File: config.mk
export PLATFORM = sky130hd
export DESIGN_NAME = uart_tx
export DESIGN_NICKNAME = d
export VERILOG_FILES = /design/src/rtl/uart_tx.sv
export SDC_FILE = /design/constraint.sdc
export NUM_CORES = 1
export LEC_CHECK = 0
export CORE_MARGIN = 2
export CORE_UTILIZATION = 35
export CTS_CLUSTER_DIAMETER = 120
export CTS_CLUSTER_SIZE = 28
export DETAILED_ROUTE_END_ITERATION = 10
export SLEW_MARGIN = 30
export SYNTH_ARGS = -nofsm -noshare
export SYNTH_HDL_FRONTEND = slang
export SYNTH_SLANG_ARGS = --single-unit
File: constraint.sdc
create_clock -name clk -period 2.5 [get_ports clk]
set_input_delay 0.375 -clock clk [delete_from_list [all_inputs] [get_ports clk]]
set_output_delay 0.375 -clock clk [all_outputs]
set_load 0.02 [all_outputs]
File: src/rtl/uart_tx.sv
// uart_tx: FIFO-buffered 8N1 serial transmitter with a runtime-programmable bit period.
module uart_tx #(
  parameter int FIFO_DEPTH = 4
) (
  input  logic        clk,
  input  logic        rst_n,
  input  logic [12:0] baud_cnt,
  input  logic        trmt,
  input  logic [7:0]  tx_data,
  output logic        TX,
  output logic        tx_done,
  output logic        busy,
  output logic        full
);
  localparam int AW = $clog2(FIFO_DEPTH);
  typedef enum logic {IDLE, SHIFT} state_t;
  state_t        state_q, state_d;
  logic [7:0]    mem_q [FIFO_DEPTH];
  logic [AW-1:0] wptr_q, wptr_d, rptr_q, rptr_d;
  logic [AW:0]   cnt_q, cnt_d;
  logic [9:0]    sh_q, sh_d;
  logic [12:0]   tmr_q, tmr_d, baud_q, baud_d;
  logic [3:0]    bit_q, bit_d;
  logic          tx_q, tx_d, done_q, done_d;
  logic          wr, pop, bit_end, last;
  assign full    = cnt_q == (AW+1)'(FIFO_DEPTH);
  assign busy    = state_q == SHIFT || cnt_q != '0;
  assign TX      = tx_q;
  assign tx_done = done_q;
  always_comb begin
    wr      = trmt & ~full;
    bit_end = state_q == SHIFT && tmr_q == '0;
    last    = bit_end && bit_q == 4'd9;
    pop     = cnt_q != '0 && (state_q == IDLE || last);
    state_d = state_q;
    sh_d    = sh_q;
    tmr_d   = tmr_q;
    baud_d  = baud_q;
    bit_d   = bit_q;
    if (state_q == SHIFT) begin
      tmr_d = bit_end ? baud_q : tmr_q - 13'd1;
      sh_d  = bit_end ? {1'b1, sh_q[9:1]} : sh_q;
      bit_d = bit_end ? bit_q + 4'd1 : bit_q;
      state_d = last ? IDLE : SHIFT;
    end
    // A pop overrides the end-of-frame return to IDLE, giving gapless back-to-back frames.
    if (pop) begin
      sh_d    = {1'b1, mem_q[rptr_q], 1'b0};
      tmr_d   = baud_cnt;
      baud_d  = baud_cnt;
      bit_d   = '0;
      state_d = SHIFT;
    end
    tx_d   = state_d == SHIFT ? sh_d[0] : 1'b1;
    done_d = last;
    wptr_d = wptr_q + AW'(wr);
    rptr_d = rptr_q + AW'(pop);
    cnt_d  = cnt_q + (AW+1)'(wr) - (AW+1)'(pop);
  end
  always_ff @(posedge clk)
    if (wr) mem_q[wptr_q] <= tx_data;
  always_ff @(posedge clk or negedge rst_n) begin
    if (!rst_n) begin
      state_q <= IDLE;
      wptr_q  <= '0;
      rptr_q  <= '0;
      cnt_q   <= '0;
      sh_q    <= '1;
      tmr_q   <= '0;
      baud_q  <= '0;
      bit_q   <= '0;
      tx_q    <= 1'b1;
      done_q  <= 1'b0;
    end else begin
      state_q <= state_d;
      wptr_q  <= wptr_d;
      rptr_q  <= rptr_d;
      cnt_q   <= cnt_d;
      sh_q    <= sh_d;
      tmr_q   <= tmr_d;
      baud_q  <= baud_d;
      bit_q   <= bit_d;
      tx_q    <= tx_d;
      done_q  <= done_d;
    end
  end
endmodule
==> impl_metrics.toml <==
[detailed_routing]
drc_errors = 0
drt-initial-drc-count = 156
viasPerCell = 5.03
wl_per_cell_um = 14.6
firstDrtPassIters = 4
vias = 2522
totalWireLength_um = 7340
drt.antenna.violating_nets = 0

[layout]
final_cell_mix = "nand2_1, dfrtp_1, edfxtp_1"
fin_nets = 393
antenna_cells = 0
final_core_util_pct = 43.8
final_common_cell = "nand2_1"
drive_gt1_share_pct = 20.5
syn2layout_area_growth_pct = 20.6

[clocking]
numCtsBuffers = 9
clk_latency_ns = 0.36
cts.sinks = 82
cts_tree = "done"
clock_path_buffers = 2
ctsHtreeMaxLevel = 3
root_buffer = "clkbuf_8"
clkTransAtPathRegs_ns = 0.08

[run_status]
status = "finished clean"

[critical_path]
critPathArrivalTime_ns = 2.60
cp.required_ns = 2.74
ff2ff_path_depth = 10
criticalPathCategory = "flip-flop to flip-flop"
critPathCaptureType = "flip-flop"
cp_max_fo = 7
worstSetupStartpointType = "flip-flop"

[power_and_ir_drop]
ir_worst_vdd_mv = 0.417
powerDensity_mw_per_mm2 = 851
p_leak_nw = 1.79

[grt]
antenna_found_initial = 0
grt_pass1_vias = 2571
grt_pass1_wl_um = 12700
grt-ovfl-total = 0
track_usage_pct = 14.4
grt_max_degree = 31

[timing]
hold_ws_ns = 0.480
slew_violations = 0
skew_ns = 0.00954
setup-violations-final = 0
tightest_slew_ns = 0.576
finalCritPeriodShare_pct = 94.2
rsz0062_at_grt = "no"
period_needed_ns = 2.36
hold_viol = 0
fmax_mhz = 425
fin_setup_tns_ns = 0
slew_headroom_pct = 61.6

[hold_path]
hold_path.class = "flip-flop to flip-flop"
worstHoldPathCells = 2

[floorplan]
die_h_um = 108
die_w_um = 108
initial_core_util_pct = 36.3
rows = 37
boundaryPins = 28
core_mm2 = 0.0104
die_area_mm2 = 0.0116

[yosys]
syn_inst = 314
yosysWarnings = 0
ys_seq_elements = 82
synth-seq-area-share_pct = 59.1
synth-edff-count = 32
netlist_area_mm2 = 0.00376
synth_nets = 347
synth-async-reset-ratio_pct = 61.0
synthFlopType = "dfrtp_1"
synth.avg_cell_area_um2 = 12.0
synth_cell_types = 57

[placement]
io_buffers = 27
hpwl_um = 5100
place_congestion = 0.787

[run]
drv_cap = 0
cells in the mapped netlist, types with 2 or more instances:
cell	instances	area (µm²)
nand2_1	76	285
dfrtp_1	39	976
edfxtp_1	32	961
nand3_1	15	75.1
nor2_1	13	48.8
dfstp_2	11	289
inv_1	9	33.8
ha_1	8	100
mux4_2	8	180
a22oi_1	7	52.6
o21ai_0	7	35.0
xnor2_1	6	52.6
xor2_1	6	52.6
clkbuf_1	5	18.8
a21oi_1	4	20.0
o2111ai_1	4	35.0
a211oi_1	3	22.5
a221o_1	3	30.0
and2_1	3	18.8
buf_2	3	15.0
nand4_1	3	18.8
nor3_4	3	48.8
nor3b_1	3	22.5
o211ai_1	3	22.5
or3_1	3	18.8
buf_4	2	15.0
mux2i_1	2	20.0
nand3b_1	2	15.0
nand4b_1	2	17.5
nor3_2	2	20.0
path summary, 6_finish.rpt:
path | slack (ns) | start | end
worst max-delay path | 0.14 | cnt_q[0] | cnt_q[2]
worst min-delay path | 0.48 | sh_q[0] | sh_q[0]
worst max register to register | 0.14 | cnt_q[0] | cnt_q[2]
worst min register to register | 0.48 | sh_q[0] | sh_q[0]
max in group asynchronous | 1.34 | rst_n | sh_q[3]
min in group asynchronous | 0.54 | rst_n | tmr_q[11]
kinds of logic (layout without fill, tap and decap cells):
kind of cell	Yosys count	after routing	share of synthesized area (%)
fa+ha+maj	9	9	3.19
compound gates	42	42	8.21
xor+xnor	12	12	2.79
simple gates	136	136	18.4
flops	82	82	59.1
mux	11	11	5.62
buf+inv	22	73	2.69
power breakdown:
part | leakage, nW | switching [mW] | internal (mW)
registers | 0.871 | 0.221 | 1.69
logic | 0.820 | 0.505 | 0.512
clock network | 0.0961 | 0.502 | 0.434
total | 1.79 | 1.23 | 2.63
layer usage:
layer  track usage (%)  part of all wire [%]
met4              6.41                   1.7
met5                 0                     0
met1              19.1                    48
met3              4.18                   4.4
met2              21.9                    46
metrics by stage:
step,power (mW),std cells,setup WS [ns],cell area (µm²)
after floorplan,2.58,314,0.0113,3800
after global placement,2.91,484,0.210,4330
after detailed placement,2.96,484,0.143,4330
after CTS,3.92,501,0.107,4540
after global routing,4.11,501,0.00509,4540
final,3.86,501,0.144,4540
registers in the layout, summed over array words and instances, names as in the netlist:
name and count:
bit_q 4, tmr_q 13, wptr_q 2, tx_done 1, cnt_q 3, mem_q 32, sh_q 10, state_q 1
rptr_q 2, baud_q 13, TX 1
worst max-delay path, cell delays in order (launching register included):
cell	delay (ns)
dfrtp_1	0.47
nor3_4	0.32
or2_4	0.20
o22a_2	0.14
inv_2	0.05
ha_4	0.25
inv_2	0.04
ha_4	0.15
fa_2	0.35
xor2_1	0.15
xnor2_1	0.12
what timing repair did:
action,CTS,global route
hold buffers,1,0
resized for setup,0,1
endpoints found under the setup margin,0,1
endpoints found under the hold margin,3,0
setup buffers,0,0
final cells by class:
type,instances,area [µm²]
Timing Repair Buffer,47,430
Multi-Input combinational cell,210,1480
Clock buffer,11,153
Fill cell,973,5830
Clock inverter,5,42.5
Inverter,10,37.5
Sequential cell,82,2230
Tap cell,136,170
Power figures use the tool's default switching activity.
